--- src/rtl/sd_dat_card_responder.sv ---
// rtl/sd_dat_card_responder.sv - card-side DAT0 responder: write receive/CRC status/busy, read block transmit
module sd_dat_card_responder #(
    parameter int BLOCK_WORDS = 4,
    parameter int BUSY_CYCLES = 8,
    parameter int NAC         = 2,
    parameter int NCRC        = 2
) (
    input  logic        clk_i,
    input  logic        rst_ni,
    input  logic        dat_i,
    output logic        dat_o,
    output logic        dat_oe_o,
    input  logic        wr_enable_i,
    input  logic        rd_start_i,
    input  logic [31:0] rd_word_i,
    output logic        rd_word_req_o,
    output logic [31:0] wr_word_o,
    output logic        wr_word_valid_o,
    output logic        busy_o,
    output logic        crc_err_o,
    output logic        block_done_o
);

    localparam logic [3:0] IDLE   = 4'd0;
    localparam logic [3:0] W_DATA = 4'd1;
    localparam logic [3:0] W_CRC  = 4'd2;
    localparam logic [3:0] W_END  = 4'd3;
    localparam logic [3:0] W_GAP  = 4'd4;
    localparam logic [3:0] W_TOK  = 4'd5;
    localparam logic [3:0] W_BUSY = 4'd6;
    localparam logic [3:0] R_WAIT = 4'd7;
    localparam logic [3:0] R_DATA = 4'd8;
    localparam logic [3:0] R_CRC  = 4'd9;
    localparam logic [3:0] R_END  = 4'd10;

    localparam logic [7:0] LAST_W   = 8'(BLOCK_WORDS - 1);
    localparam logic [7:0] BUSY_C   = 8'(BUSY_CYCLES);
    localparam logic [7:0] NAC_C    = 8'(NAC);
    localparam logic [7:0] GAP_LAST = 8'(NCRC - 1);

    logic [3:0]  state_q, state_d;
    logic [7:0]  cnt_q, cnt_d;
    logic [7:0]  word_q, word_d;
    logic [31:0] shreg_q, shreg_d;
    logic [15:0] crc_q, crc_d;
    logic [15:0] crc_rx_q, crc_rx_d;
    logic        ok_q, ok_d;
    logic [31:0] wr_word_q, wr_word_d;
    logic        wr_word_valid_q, wr_word_valid_d;
    logic        crc_err_q, crc_err_d;
    logic        block_done_q, block_done_d;
    logic [4:0]  tok;

    function automatic logic [15:0] crc16_bit(input logic [15:0] c, input logic b);
        logic fb;
        fb = c[15] ^ b;
        return {c[14:0], 1'b0} ^ (fb ? 16'h1021 : 16'h0000);
    endfunction

    always_comb begin
        state_d         = state_q;
        cnt_d           = cnt_q;
        word_d          = word_q;
        shreg_d         = shreg_q;
        crc_d           = crc_q;
        crc_rx_d        = crc_rx_q;
        ok_d            = ok_q;
        wr_word_d       = wr_word_q;
        wr_word_valid_d = 1'b0;
        crc_err_d       = 1'b0;
        block_done_d    = 1'b0;
        case (state_q)
            IDLE: begin
                // a host start bit takes priority over a simultaneous read request
                if (wr_enable_i && !dat_i) begin
                    state_d = W_DATA;
                    cnt_d   = 8'd0;
                    word_d  = 8'd0;
                    crc_d   = 16'h0000;
                end else if (rd_start_i) begin
                    state_d = R_WAIT;
                    cnt_d   = 8'd0;
                    word_d  = 8'd0;
                    crc_d   = 16'h0000;
                end
            end
            W_DATA: begin
                shreg_d = {shreg_q[30:0], dat_i};
                crc_d   = crc16_bit(crc_q, dat_i);
                cnt_d   = cnt_q + 8'd1;
                if (cnt_q == 8'd31) begin
                    wr_word_d       = {shreg_q[30:0], dat_i};
                    wr_word_valid_d = 1'b1;
                    cnt_d           = 8'd0;
                    word_d          = word_q + 8'd1;
                    if (word_q == LAST_W) state_d = W_CRC;
                end
            end
            W_CRC: begin
                crc_rx_d = {crc_rx_q[14:0], dat_i};
                cnt_d    = cnt_q + 8'd1;
                if (cnt_q == 8'd15) begin
                    state_d = W_END;
                    cnt_d   = 8'd0;
                end
            end
            W_END: begin
                ok_d      = (crc_rx_q == crc_q) && dat_i;
                crc_err_d = !((crc_rx_q == crc_q) && dat_i);
                state_d   = W_GAP;
                cnt_d     = 8'd0;
            end
            W_GAP: begin
                cnt_d = cnt_q + 8'd1;
                if (cnt_q == GAP_LAST) begin
                    state_d = W_TOK;
                    cnt_d   = 8'd0;
                end
            end
            W_TOK: begin
                cnt_d = cnt_q + 8'd1;
                if (cnt_q == 8'd4) begin
                    cnt_d = 8'd0;
                    if (ok_q) begin
                        state_d = W_BUSY;
                    end else begin
                        state_d      = IDLE;
                        block_done_d = 1'b1;
                    end
                end
            end
            W_BUSY: begin
                cnt_d = cnt_q + 8'd1;
                if (cnt_q == BUSY_C) begin
                    state_d      = IDLE;
                    block_done_d = 1'b1;
                end
            end
            R_WAIT: begin
                cnt_d = cnt_q + 8'd1;
                if (cnt_q == NAC_C) begin
                    shreg_d = rd_word_i;
                    state_d = R_DATA;
                    cnt_d   = 8'd0;
                end
            end
            R_DATA: begin
                crc_d   = crc16_bit(crc_q, shreg_q[31]);
                shreg_d = {shreg_q[30:0], 1'b0};
                cnt_d   = cnt_q + 8'd1;
                if (cnt_q == 8'd31) begin
                    cnt_d = 8'd0;
                    if (word_q == LAST_W) begin
                        state_d = R_CRC;
                    end else begin
                        shreg_d = rd_word_i;
                        word_d  = word_q + 8'd1;
                    end
                end
            end
            R_CRC: begin
                crc_d = {crc_q[14:0], 1'b0};
                cnt_d = cnt_q + 8'd1;
                if (cnt_q == 8'd15) begin
                    state_d = R_END;
                    cnt_d   = 8'd0;
                end
            end
            R_END: begin
                state_d      = IDLE;
                block_done_d = 1'b1;
            end
            default: state_d = IDLE;
        endcase
    end

    always_comb begin
        tok           = {1'b0, ok_q ? 3'b010 : 3'b101, 1'b1};
        dat_o         = 1'b1;
        dat_oe_o      = 1'b0;
        busy_o        = 1'b0;
        rd_word_req_o = 1'b0;
        case (state_q)
            W_TOK: begin
                dat_oe_o = 1'b1;
                dat_o    = tok[3'd4 - cnt_q[2:0]];
            end
            W_BUSY: begin
                dat_oe_o = 1'b1;
                busy_o   = (cnt_q != BUSY_C);
                dat_o    = (cnt_q == BUSY_C);
            end
            R_WAIT: begin
                if (cnt_q == NAC_C) begin
                    dat_oe_o      = 1'b1;
                    dat_o         = 1'b0;
                    rd_word_req_o = 1'b1;
                end
            end
            R_DATA: begin
                dat_oe_o      = 1'b1;
                dat_o         = shreg_q[31];
                rd_word_req_o = (cnt_q == 8'd31) && (word_q != LAST_W);
            end
            R_CRC: begin
                dat_oe_o = 1'b1;
                dat_o    = crc_q[15];
            end
            R_END: begin
                dat_oe_o = 1'b1;
                dat_o    = 1'b1;
            end
            default: ;
        endcase
    end

    always_ff @(posedge clk_i or negedge rst_ni) begin
        if (!rst_ni) begin
            state_q         <= IDLE;
            cnt_q           <= 8'd0;
            word_q          <= 8'd0;
            shreg_q         <= 32'd0;
            crc_q           <= 16'h0000;
            crc_rx_q        <= 16'h0000;
            ok_q            <= 1'b0;
            wr_word_q       <= 32'd0;
            wr_word_valid_q <= 1'b0;
            crc_err_q       <= 1'b0;
            block_done_q    <= 1'b0;
        end else begin
            state_q         <= state_d;
            cnt_q           <= cnt_d;
            word_q          <= word_d;
            shreg_q         <= shreg_d;
            crc_q           <= crc_d;
            crc_rx_q        <= crc_rx_d;
            ok_q            <= ok_d;
            wr_word_q       <= wr_word_d;
            wr_word_valid_q <= wr_word_valid_d;
            crc_err_q       <= crc_err_d;
            block_done_q    <= block_done_d;
        end
    end

    assign wr_word_o       = wr_word_q;
    assign wr_word_valid_o = wr_word_valid_q;
    assign crc_err_o       = crc_err_q;
    assign block_done_o    = block_done_q;

endmodule

--- config.mk ---
export PLATFORM = sky130hd
export DESIGN_NAME = sd_dat_card_responder
export DESIGN_NICKNAME = d
export VERILOG_FILES = /design/src/rtl/sd_dat_card_responder.sv
export SDC_FILE = /design/constraint.sdc
export NUM_CORES = 1
export LEC_CHECK = 0
export BUFFER_PORTS_ARGS = -buffer_cell sky130_fd_sc_hd__clkbuf_2
export CAP_MARGIN = 20
export CELL_PAD_IN_SITES_DETAIL_PLACEMENT = 1
export CELL_PAD_IN_SITES_GLOBAL_PLACEMENT = 1
export CORE_MARGIN = 1.5
export CORE_UTILIZATION = 46
export DETAILED_ROUTE_END_ITERATION = 8
export HOLD_SLACK_MARGIN = 0.08
export MAX_ROUTING_LAYER = met4
export PLACE_DENSITY = 0.81
export SLEW_MARGIN = 20
export SYNTH_ARGS = -nofsm -noshare
export SYNTH_HDL_FRONTEND = slang
export SYNTH_SLANG_ARGS = --single-unit
--- constraint.sdc ---
create_clock -name clk_i -period 2.57 [get_ports clk_i]
set_input_delay 0.3855 -clock clk_i [delete_from_list [all_inputs] [get_ports clk_i]]
set_output_delay 0.3855 -clock clk_i [all_outputs]
set_load 0.01 [all_outputs]
# Yosys cells after proc, flatten, opt, wreduce, memory -nomap -nowiden
# Cells that the tools add are included.
[classes]
n_bitwise = 4
div_mod_pow = 0
shift = 0
n_reduce_logical = 19
mul = 0
add_sub_neg = 3
order_cmp = 1
mux = 51
n_eq_ne = 32
[op_table]
columns = ["operator", "count"]
rows = [
  ["32-bit two-way mux", 3],
  ["32-bit case mux with 3 select lines", 1],
  ["8-bit two-way mux", 10],
  ["16-bit case mux with 4 select lines", 1],
  ["8-bit case mux with 8 select lines", 1],
  ["4-bit two-way mux", 12],
  ["4-bit case mux with 10 select lines", 1],
  ["16-bit two-way mux", 2],
  ["16-bit by 13-bit bitwise XOR with 16-bit output", 2],
  ["13-bit two-way mux", 2],
  ["8-bit case mux with 3 select lines", 1],
  ["2-bit != test, second input constant", 11],
  ["8-bit by 1-bit adder with 8-bit output, second input constant", 2],
  ["16-bit == test", 1],
  ["4-bit by 3-bit == test with 1-bit output, second input constant", 4],
  ["8-bit by 2-bit == test with 1-bit output, second input constant", 2],
  ["8-bit by 4-bit == test with 1-bit output, second input constant", 2],
  ["4-bit == test, second input constant", 3],
  ["11-bit AND reduction", 1],
  ["1-bit two-way mux", 10],
  ["4-bit by 2-bit == test with 1-bit output, second input constant", 2],
  ["8-bit by 1-bit == test with 1-bit output, second input constant", 1],
  ["8-bit by 3-bit == test with 1-bit output, second input constant", 1],
  ["8-bit by 5-bit == test with 1-bit output, second input constant", 1],
  ["22 further kinds", 33],
]
[totals]
inputBits = 37
mem_bits_ro = 0
regBits = 120
latchBits = 0
ram_bits = 0
out_inout_bits = 39
mem_count = 0
word_cells = 121

# Depth between registers and ports, before layout
# Gate-level depths: netlist of the first run.
[depth]
ltp_word = 4
ltp_mapped = 8

# Least setup slack after synthesis of the first run
# No wires, ideal clock.
[synth_path]
kind = "flip-flop to output port"
start = "register cnt_q[4]"
end = "output dat_oe_o"
path_stages_with_launch = 6
setup_slack_ns = 0.313
t_arrival_ns = 1.871
path_buffers = 1
cell_sequence = "dfrtp_1 -> clkbuf_1 -> or4_1 -> nor4b_1 -> a21oi_1 -> a211oi_1"
[synth_via]
elab_chain_cells = 3
[synth_rtl]
columns = ["item", "line", "rtl"]
rows = [
  ["from (decl)", "42", "logic [7:0] cnt_q, cnt_d;"],
  ["from (signal assigned)", "232", "cnt_q <= cnt_d;"],
  ["8-bit by 2-bit == test with 1-bit output", "194", "if (cnt_q == NAC_C) begin"],
  ["1-bit two-way mux", "194", ""],
  ["1-bit case mux with 2 select lines", "183", "case (state_q)"],
  ["to (decl)", "12", "output logic dat_oe_o,"],
]
# No other way between the ends.

# Worst setup path in the final report of the first run
[layout_path]
start = "register cnt_q[5]"
end = "output rd_word_req_o"
[layout_via]
elab_chain_cells = 3
word_cells_on_any_way = 5
[layout_rtl]
columns = ["item", "line", "rtl"]
rows = [
  ["8-bit by 2-bit == test with 1-bit output / 8-bit by 5-bit == test with 1-bit output (equally long branches)", "194, 203", ""],
  ["1-bit two-way mux / 1-bit logical AND (equally long branches)", "194, 203", ""],
  ["1-bit case mux with 2 select lines *", "183", ""],
  ["to (decl)", "16", "output logic rd_word_req_o,"],
]
# Mark *: on every way between the ends. The rest lies on a longest branch, timed or not.

==> results of run 1 <==
flip-flops by register name, summed over array words and instances, names as in the netlist, 4 cells and up:
signal     flops
shreg_q       32
crc_rx_q      16
cnt_q          8
state_q        4
wr_word_o     32
crc_q         16
word_q         8
repair_timing:
action	4_1_cts	5_1_grt
hold buffers	1	0
pin swaps	2	3
hold endpoints to repair	48	0
endpoints found under the setup margin	3	4
buffers inserted	0	2
resized for setup	5	8
stage by stage:
step	util	cells
finish	0.594	805
global placement	0.540	772
detailed placement	0.540	772
floorplan	-	532
global route	0.594	805
CTS	0.590	803
final timing paths:
| kind | to | slack, ps | cells past startpoint |
|---|---|---|---|
| max | rd_word_req_o | -10 | 5 |
| min in group asynchronous | word_q[7]$_DFFE_PN0P_ | 560 | 2 |
| max in group asynchronous | cnt_q[5]$_DFFE_PN0P_ | 1280 | 3 |
| min reg2reg | wr_word_o[8]$_DFFE_PN0P_ | 500 | 1 |
| max reg2reg | word_q[4]$_DFFE_PN0P_ | 160 | 5 |
| min | shreg_q[0]$_DFFE_PN0P_ | 250 | 3 |
power by group:
group	switching, mW	internal [mW]
Clock	0.827	1.53
Combinational	1.92	1.29
Sequential	0.363	2.28
cells in the final DEF, fill, tap and decap left out, drive strengths merged, types with 3 or more instances in the layout:
master / count
a21boi: 4
a21oi: 46
a22o: 13
a31oi: 3
buf: 34
bufinv: 3
clkbuf: 93
clkinv: 3
dfrtp: 120
ha: 6
inv: 12
mux2: 51
mux2i: 34
nand2: 24
nand2b: 3
nand3: 8
nand4: 7
nor2: 52
nor2b: 5
nor3: 6
nor3b: 3
nor4: 4
nor4b: 3
o211ai: 6
o21ai: 24
o22ai: 3
o31ai: 3
o41ai: 3
or3: 4
or4: 5
xnor2: 15
xor2: 7
tightest hold or removal path: stages:
cell,delay (ps)
clkbuf_2,80
o21ai_0,60
a31oi_1,90
routing by layer:
| metal | vias up | track usage |
|---|---|---|
| met2 | 87 | 0.458 |
| met4 | 0 | 0.105 |
| li1 | 2104 | - |
| met3 | 34 | 0.0445 |
| met5 | - | - |
| met1 | 2334 | 0.321 |
area by class of cell:
type	instances	area, um^2	share of cell area
flip-flops and latches	120	3000	0.416
multi-input cells	369	2720	0.376
well taps	168	210	0.0291
inverters	12	47.5	0.00659
clock inverters	8	124	0.0172
clock buffers	22	454	0.0629
repair buffers	106	663	0.0919
cells by family after synthesis:
logic type               count (synthesis)  synth area share
AO/OA/AOI/OAI                          122             0.137
flip-flops                             120             0.516
AND/OR/NAND/NOR                        134             0.114
multiplexers                            85             0.157
XOR/XNOR                                22            0.0331
buffers and inverters                   43            0.0301
adder cells (fa/ha/maj)                  6            0.0129
==> out/metrics.yaml, run 1 <==
setup_path:
  critPathMaxStageDelay_ps: 560
  path_cells: "or4_4 > nor4b_4 > buf_4 > a21o_1 > buf_2"
  worst-path-max-fanout: 8
  critPathKind: "register to output pin"
  cp_num_buf_inv: 2
  critPathLaunch: "cnt_q[5]$_DFFE_PN0P_"
  cp.required_ps: 2180
  cp.arrival_ps: 2200
  end_kind: "output pin"
  critPathTopFamily: "simple AND/OR/NAND/NOR gates"
  crit_path_top_delay_cell: "or4_4"
  start_kind: "register"
  r2r_start: "state_q[1]$_DFFE_PN0P_"
sta:
  rsz0062_at_grt: "yes"
  fmax_ghz: 0.387
  slew_viol_final: 0
  fin_skew_ps: 9.90
  max_slew_margin: 0.539
  setup_violations: 1
  tightest_slew_ps: 692
  hold_slack_ps: 253
  min_period_ps: 2580
  finalHoldViolations: 0
  worst_slack_ps: -12.4
  post-route-period-util: 1.00
  tns_ps: -12.4
pwr:
  power.total_mw: 8.22
  vdd_drop_max_uv: 474
  power_density_nw_per_um2: 1140
  p_leak_nw: 3.54
final_layout:
  layout-drive-gt1-share: 0.314
  num_antenna_cells: 0
  num-fill-cells: 1307
  synthToLayoutAreaGrowth_pct: 23.9
  nNetsFinal: 669
  postLayoutCellArea_um2: 7220
global_routing:
  antenna_found_initial: 0
  overflow: 0
  grt_pass1_vias: 4950
  grt_pass1_wl_mm: 26.4
  track_usage: 0.269
  grt_max_degree: 61
routing:
  wl_mm: 16.3
  viasPerCell: 5.66
  wl_per_cell_um: 20.3
  top_layer: "met4"
  wl_met3_um: 450
  ant_nets: 0
  vias: 4559
  wl_met1_mm: 6.88
  first_iter_violations: 229
  detail_route.first_pass.iterations: 4
  drt_drc_violations_left: 0
  dr_wl_met2_mm: 8.62
floorplanning:
  rows: 40
  core_um2: 12200
  die-area_um2: 13300
  die_w_um: 116
  die_y_um: 116
  start_util: 0.479
  io_pins: 76
clocking:
  clock_latency_ps: 420
  cts_tree: "yes"
  clk_pin_slew_ps: 50
  clk_path_buf_depth: 2
  htreeDepth: 4
  cts_buffers: 17
  clock-sinks: 120
  clock_tree.root_cell: "clkbuf_16"
synth:
  synth_area_leaders: "dfrtp_1 (52%), mux2_2 (9.9%), mux2i_1 (5.8%), a21oi_1 (4.0%), nor2_1 (3.4%)"
  synth_edf_count: 0
  synth-seq-cells: 120
  yosysUniqueCellTypes: 56
  synth_top_cell_by_area: "dfrtp_1"
  synth_area_um2: 5820
  synth_top_area_share: 0.516
  seq_area_frac_synth: 0.516
  synthArstFlopShare: 1.00
  yosysMostFrequentCell: "dfrtp_1"
  synthTopCellsByCount: "dfrtp_1 (120), nor2_1 (52), mux2_2 (51)"
  synth-main-ff-cell: "dfrtp_1"
  syn_nets: 575
  avgSynthCellArea_um2: 10.9
  yosysWarningCount: 0
  postSynthCellCount: 532
run_status:
  violations: "negative setup slack"
  status: "complete, but fails checks"
worst_hold_path:
  hp-class: "primary input to register"
  min_from: "rd_word_i[0]"
place:
  portBuffers: 75
  place_congestion: 0.839
  pre_cts_ws_ps: 149
  dp_hpwl_mm: 10.8
  dpl_cell_area_um2: 6570
run:
  maxCapViolations: 0
Note: power is estimated with default switching activity, not from simulation.
==> run 2, diff against run 1 <==
CAP_MARGIN = 40   (was 20)
CORE_UTILIZATION = 40   (was 46)
PLACE_DENSITY = 0.72   (was 0.81)
==> run 2 against run 1 <==
Non-clock buffer count is 11 higher. Design area grew 2.1%. Clock power increased by 8.5%. The flow now finishes without violations. Worst hold slack is essentially flat. Sequential power is essentially flat. Combinational power decreased by 2%. Die area rose by 15%.
==> out/metrics.yaml, run 2 (synthesis gave the netlist of run 1 again) <==
sta:
  finalHoldViolations: 0  # unchanged
  fmax_ghz: 0.397  # +2.6%
  fin_skew_ps: 7.03  # -2.87 ps
  hold_slack_ps: 253  # -0.394 ps
  tightest_slew_ps: 592  # -99.6 ps
  max_slew_margin: 0.605  # +0.0664
  rsz0062_at_grt: "yes"
  worst_slack_ps: 54.0  # +66.4 ps
  post-route-period-util: 0.979  # -0.0258
  setup_violations: 0  # -1
  tns_ps: 0  # +12.4 ps
  min_period_ps: 2520  # -66.4 ps
  slew_viol_final: 0  # unchanged
final_layout:
  layout-drive-gt1-share: 0.334  # +0.0199
  final_cells: 830  # +3.1%
  final_cell_mix: "dfrtp_1 (117), clkbuf_2 (72), nor2_1 (51), mux2_2 (51), a21oi_1 (46)"
  final_util: 0.525  # -0.0688
  postLayoutCellArea_um2: 7370  # +2.1%
  nNetsFinal: 680  # +1.6%
  num_antenna_cells: 0  # unchanged
  multi_input_area_um2: 2710  # -0.28%
  num-fill-cells: 1544  # +18%
  seq_area_um2: 3010  # about the same
  synthToLayoutAreaGrowth_pct: 26.5
  layout_commonest_cell: "dfrtp_1"
pwr:
  vdd_drop_max_uv: 548  # +16%
  intPower_mw: 5.26  # +2.9%
  p_sw_mw: 3.09  # -0.73%
  seqPwrFrac: 0.316  # -0.006
  power.share.combinational: 0.378  # -0.013
  power.total_mw: 8.34  # +1.5%
  clockPowerShare: 0.307  # +0.020
  p_leak_nw: 3.61  # +1.9%
  swShare: 0.370  # -0.00837
  power_density_nw_per_um2: 1130  # -0.55%
floorplanning:
  die-area_um2: 15300  # +15%
  start_util: 0.415  # -0.0641
  rows: 43  # +7.5%
  io_pins: 76  # unchanged
  die_y_um: 124  # +7.1%
  core_um2: 14000  # +15%
  die_w_um: 124  # +7.1%
global_routing:
  overflow: 0  # unchanged
  antenna_found_initial: 0  # unchanged
  grt_pass1_wl_mm: 24.9  # -5.5%
  grt_max_degree: 65  # +6.6%
  track_usage: 0.220  # -0.0494
  grt_pass1_vias: 4872  # -1.6%
setup_path:
  start_kind: "register"
  cp.required_ps: 2180  # about the same
  crit_path_top_delay_cell: "or4_4"
  path_cells: "or4_4 > nor4b_4 > a21oi_1 > a211oi_1 > buf_2"
  cp.arrival_ps: 2130  # -70 ps
  critPathKind: "register to output pin"
  end_kind: "output pin"
  critPathMaxStageDelay_ps: 560  # about the same
  worst-path-max-fanout: 3  # -5
place:
  pre_cts_ws_ps: 49.6  # -99.0 ps
  portBuffers: 75  # unchanged
  dp_hpwl_mm: 10.5  # -3.3%
  dpl_cell_area_um2: 6600  # +0.57%
  place_congestion: 0.853  # +1.6%
  placedCellCount: 787  # +1.9%
clocking:
  clock_tree.root_cell: "clkbuf_16"
  htreeDepth: 4  # unchanged
  cts_tree: "yes"
  clk_pin_slew_ps: 60  # about the same
  clock-sinks: 120  # unchanged
  clock_latency_ps: 420  # about the same
  clk_path_buf_depth: 2  # unchanged
  cts_buffers: 17  # unchanged
worst_hold_path:
  hp-class: "primary input to register"
routing:
  wl_mm: 15.7  # -4.0%
  viasPerCell: 5.47  # -3.4%
  ant_nets: 0  # unchanged
  drt_drc_violations_left: 0  # unchanged
  first_iter_violations: 177  # -23%
  wl_per_cell_um: 18.9  # -6.9%
  detail_route.first_pass.iterations: 4  # unchanged
  vias: 4542  # -0.37%
run_status:
  status: "finished clean"
run:
  maxCapViolations: 0  # unchanged
## run 2: final timing paths
kind,from,slack [ps],endpoint,cells after the start
worst min register to register,wr_word_o[3]$_DFFE_PN0P_,500,wr_word_o[3]$_DFFE_PN0P_,1
worst max register to register,cnt_q[5]$_DFFE_PN0P_,170,word_q[6]$_DFFE_PN0P_,7
worst max-delay path,cnt_q[5]$_DFFE_PN0P_,50,dat_oe_o,5
min in group asynchronous,rst_ni,510,wr_word_o[8]$_DFFE_PN0P_,2
worst min-delay path,rd_word_i[0],250,shreg_q[0]$_DFFE_PN0P_,3
max in group asynchronous,rst_ni,1180,cnt_q[0]$_DFFE_PN0P_,3
## run 2: final cells by class
| cell class | instances | share of cell area |
|---|---|---|
| Tap cell | 180 | 0.0306 |
| Timing Repair Buffer | 117 | 0.102 |
| Clock buffer | 19 | 0.0601 |
| Clock inverter | 13 | 0.0260 |
| Multi-Input combinational cell | 369 | 0.367 |
| Inverter | 12 | 0.00611 |
| Sequential cell | 120 | 0.408 |
## run 2: per-layer routing
metal,wire (um),part of all wire,vias up,track usage
met3,505,0.032,21,0.0449
li1,-,-,2139,-
met5,0,0,-,-
met4,205,0.013,0,0.0697
met1,6640,0.42,2301,0.262
met2,8300,0.53,81,0.374
## run 2: critical path, delay by kind of cell, from the launching register on
| kind | cells | cell delay [ps] |
|---|---|---|
| and+or+nand+nor | 2 | 870 |
| DFF | 1 | 420 |
| AOI/OAI and AO/OA | 2 | 270 |
| buffers and inverters | 1 | 160 |
## run 2: power by group through the flow
stage,sequential (mW),clock (mW),combinational (mW)
final,2.63,2.56,3.15
after floorplan,2.54,0,2.16
after CTS,2.63,2.62,3.13
after global routing,2.68,2.69,3.48
after global placement,2.62,0,2.99
after detailed placement,2.65,0,3.07
## run 2: what timing repair did
| action | in CTS | in global routing |
|---|---|---|
| pin swaps | 2 | 6 |
| gates cloned | 0 | 0 |
| endpoints found under the setup margin | 3 | 26 |
| resized for setup | 5 | 9 |
| endpoints found under the hold margin | 41 | 0 |
| setup buffers | 4 | 6 |
| hold buffers | 1 | 0 |
==> run 3, diff against run 2 <==
CTS_BUF_LIST = sky130_fd_sc_hd__clkbuf_4   (was unset)
==> run 3 against run 2 <==
Die area is the same. Critical endpoint is now rd_word_req_o. Total power decreased by 11%. Clock skew is 9.3 ps higher. Register-to-register slack worse by 60 ps. Sequential cell count stayed put. Design area down 2.2%. Largest power group unchanged. The run now ends with negative setup slack left.
==> out/metrics.yaml, run 3 (synthesis gave the netlist of run 1 again) <==
floorplanning:
  die_y_um: 124  # unchanged
  io_pins: 76  # unchanged
  rows: 43  # unchanged
  start_util: 0.415  # unchanged
  die_w_um: 124  # unchanged
  core_um2: 14000  # unchanged
  die-area_um2: 15300  # unchanged
clocking:
  clock-sinks: 120  # unchanged
  clock_tree.root_cell: "clkbuf_4"
  cts_tree: "yes"
  cts_buffers: 17  # unchanged
  htreeDepth: 4  # unchanged
  clock_latency_ps: 550  # +130 ps
  clk_path_buf_depth: 2  # unchanged
  clk_pin_slew_ps: 120  # +60 ps
place:
  dpl_cell_area_um2: 6600  # unchanged
  placedCellCount: 787  # unchanged
  portBuffers: 75  # unchanged
  dp_hpwl_mm: 10.5  # unchanged
  place_congestion: 0.853  # unchanged
global_routing:
  grt_pass1_vias: 4891  # +0.39%
  track_usage: 0.219  # -0.000858
  antenna_found_initial: 1  # +1
  grt_max_degree: 65  # unchanged
  grt_pass1_wl_mm: 24.7  # -0.89%
  overflow: 0  # unchanged
setup_path:
  crit_path_top_delay_cell: "dfrtp_2"
  cp.arrival_ps: 2280  # +150 ps
  path_cells: "buf_6 > or3_4 > a2111oi_4 > buf_4 > a21o_1 > buf_2"
  start_kind: "register"
  critPathKind: "register to output pin"
  end_kind: "output pin"
  cp.required_ps: 2180  # about the same
  critPathTopFamily: "compound AO/OA/AOI/OAI gates"
  critPathMaxStageDelay_ps: 440  # -120 ps
  cp_num_buf_inv: 3  # +2
  worst-path-max-fanout: 3  # unchanged
pwr:
  p_leak_nw: 3.55  # -1.7%
  power.total_mw: 7.41  # -11%
  power_density_nw_per_um2: 1030  # -9.2%
  vdd_drop_max_uv: 523  # -4.6%
final_layout:
  synthToLayoutAreaGrowth_pct: 23.8
  nNetsFinal: 691  # +1.6%
  final_cells: 842  # +1.4%
  final_cell_mix: "dfrtp_1 (118), clkbuf_2 (71), mux2_2 (51)"
  postLayoutCellArea_um2: 7210  # -2.2%
  layout-drive-gt1-share: 0.348  # +0.0141
  layout_commonest_cell: "dfrtp_1"
sta:
  fmax_ghz: 0.376  # -5.5%
  rsz0062_at_grt: "yes"
  fin_skew_ps: 16.4  # +9.34 ps
  tightest_slew_ps: 601  # +8.81 ps
  post-route-period-util: 1.04  # +0.0568
  setup_violations: 2  # +2
  worst_slack_ps: -92.0  # -146 ps
  max_slew_margin: 0.596  # -0.00896
  finalHoldViolations: 0  # unchanged
  min_period_ps: 2660  # +146 ps
  slew_viol_final: 0  # unchanged
routing:
  viasPerCell: 5.54  # +1.2%
  first_iter_violations: 203  # +15%
  wl_mm: 15.7  # +0.46%
  drt_drc_violations_left: 0  # unchanged
  detail_route.first_pass.iterations: 5  # +1
  ant_nets: 0  # unchanged
  wl_per_cell_um: 18.7  # -0.97%
  vias: 4665  # +2.7%
worst_hold_path:
  hp-class: "primary input to register"
run_status:
  status: "complete, but fails checks"
  violations: "negative setup slack"
run:
  maxCapViolations: 0  # unchanged
run 3: cell types whose count changed in the layout (fill, tap and decap cells not counted), moves of 3 or more:
| cell | previous run | this run |
|---|---|---|
| clkbuf_16 | 17 | 0 |
| buf_4 | 37 | 43 |
| clkbuf_4 | 0 | 18 |
| buf_6 | 1 | 4 |
run 3: metal layers:
layer | vias up | track usage | share of wire
met4 | 0 | 0.102 | 0.023
met3 | 34 | 0.0403 | 0.034
met2 | 106 | 0.360 | 0.52
met5 | - | - | 0
li1 | 2162 | - | -
met1 | 2363 | 0.261 | 0.42
run 3: worst register-to-register path, delay by kind of cell (launching register included):
kind,cells,cell delay (ps)
AOI/OAI and AO/OA,3,520
buffers and inverters,6,880
and+or+nand+nor,2,510
DFF,1,440
run 3: timing repair:
item,in CTS,in global routing
buffers inserted,11,9
gates resized for setup,12,11
endpoints found under the setup margin,4,7
hold buffers,2,0
pin swaps,6,6
endpoints found under the hold margin,42,0
run 3: final cells by class:
type                       count  area [um^2]
tap                          180          225
clock buffer                  18          135
sequential                   120         3010
multi-input combinational    369         2740
timing repair buffer         128          858
clock inverter                14          195
inverter                      12         45.0
fill                        1549         6830
antenna                        1         2.50
run 3: stage by stage:
| step | utilization | setup TNS (ps) | setup WS (ps) | hold slack, ps |
|---|---|---|---|---|
| finish | 0.513 | -142 | -92.0 | 133 |
| global route | 0.513 | -466 | -206 | 108 |
| CTS | 0.505 | -251 | -126 | 86.7 |
| detailed placement | 0.470 | 0 | 49.6 | 432 |
| global placement | 0.470 | 0 | 203 | 417 |
| floorplan | - | 0 | 313 | 89.9 |
run 3: worst paths after layout:
check / start / endpoint / cells after the start / slack, ps
min in group asynchronous: rst_ni / shreg_q[6]$_DFFE_PN0P_ / 2 / 380
min reg2reg: wr_word_o[27]$_DFFE_PN0P_ / wr_word_o[27]$_DFFE_PN0P_ / 1 / 520
min: rd_word_i[1] / shreg_q[1]$_DFFE_PN0P_ / 3 / 130
max: cnt_q[6]$_DFFE_PN0P_ / rd_word_req_o / 6 / -90
max reg2reg: cnt_q[6]$_DFFE_PN0P_ / cnt_q[5]$_DFFE_PN0P_ / 11 / 110
max in group asynchronous: rst_ni / cnt_q[6]$_DFFE_PN0P_ / 3 / 1340
run 3: where the power goes:
part	total [mW]	switching [mW]	internal (mW)
sequential	2.61	0.334	2.27
clock	1.56	0.771	0.789
combinational	3.25	1.87	1.38
total	7.41	2.97	4.44
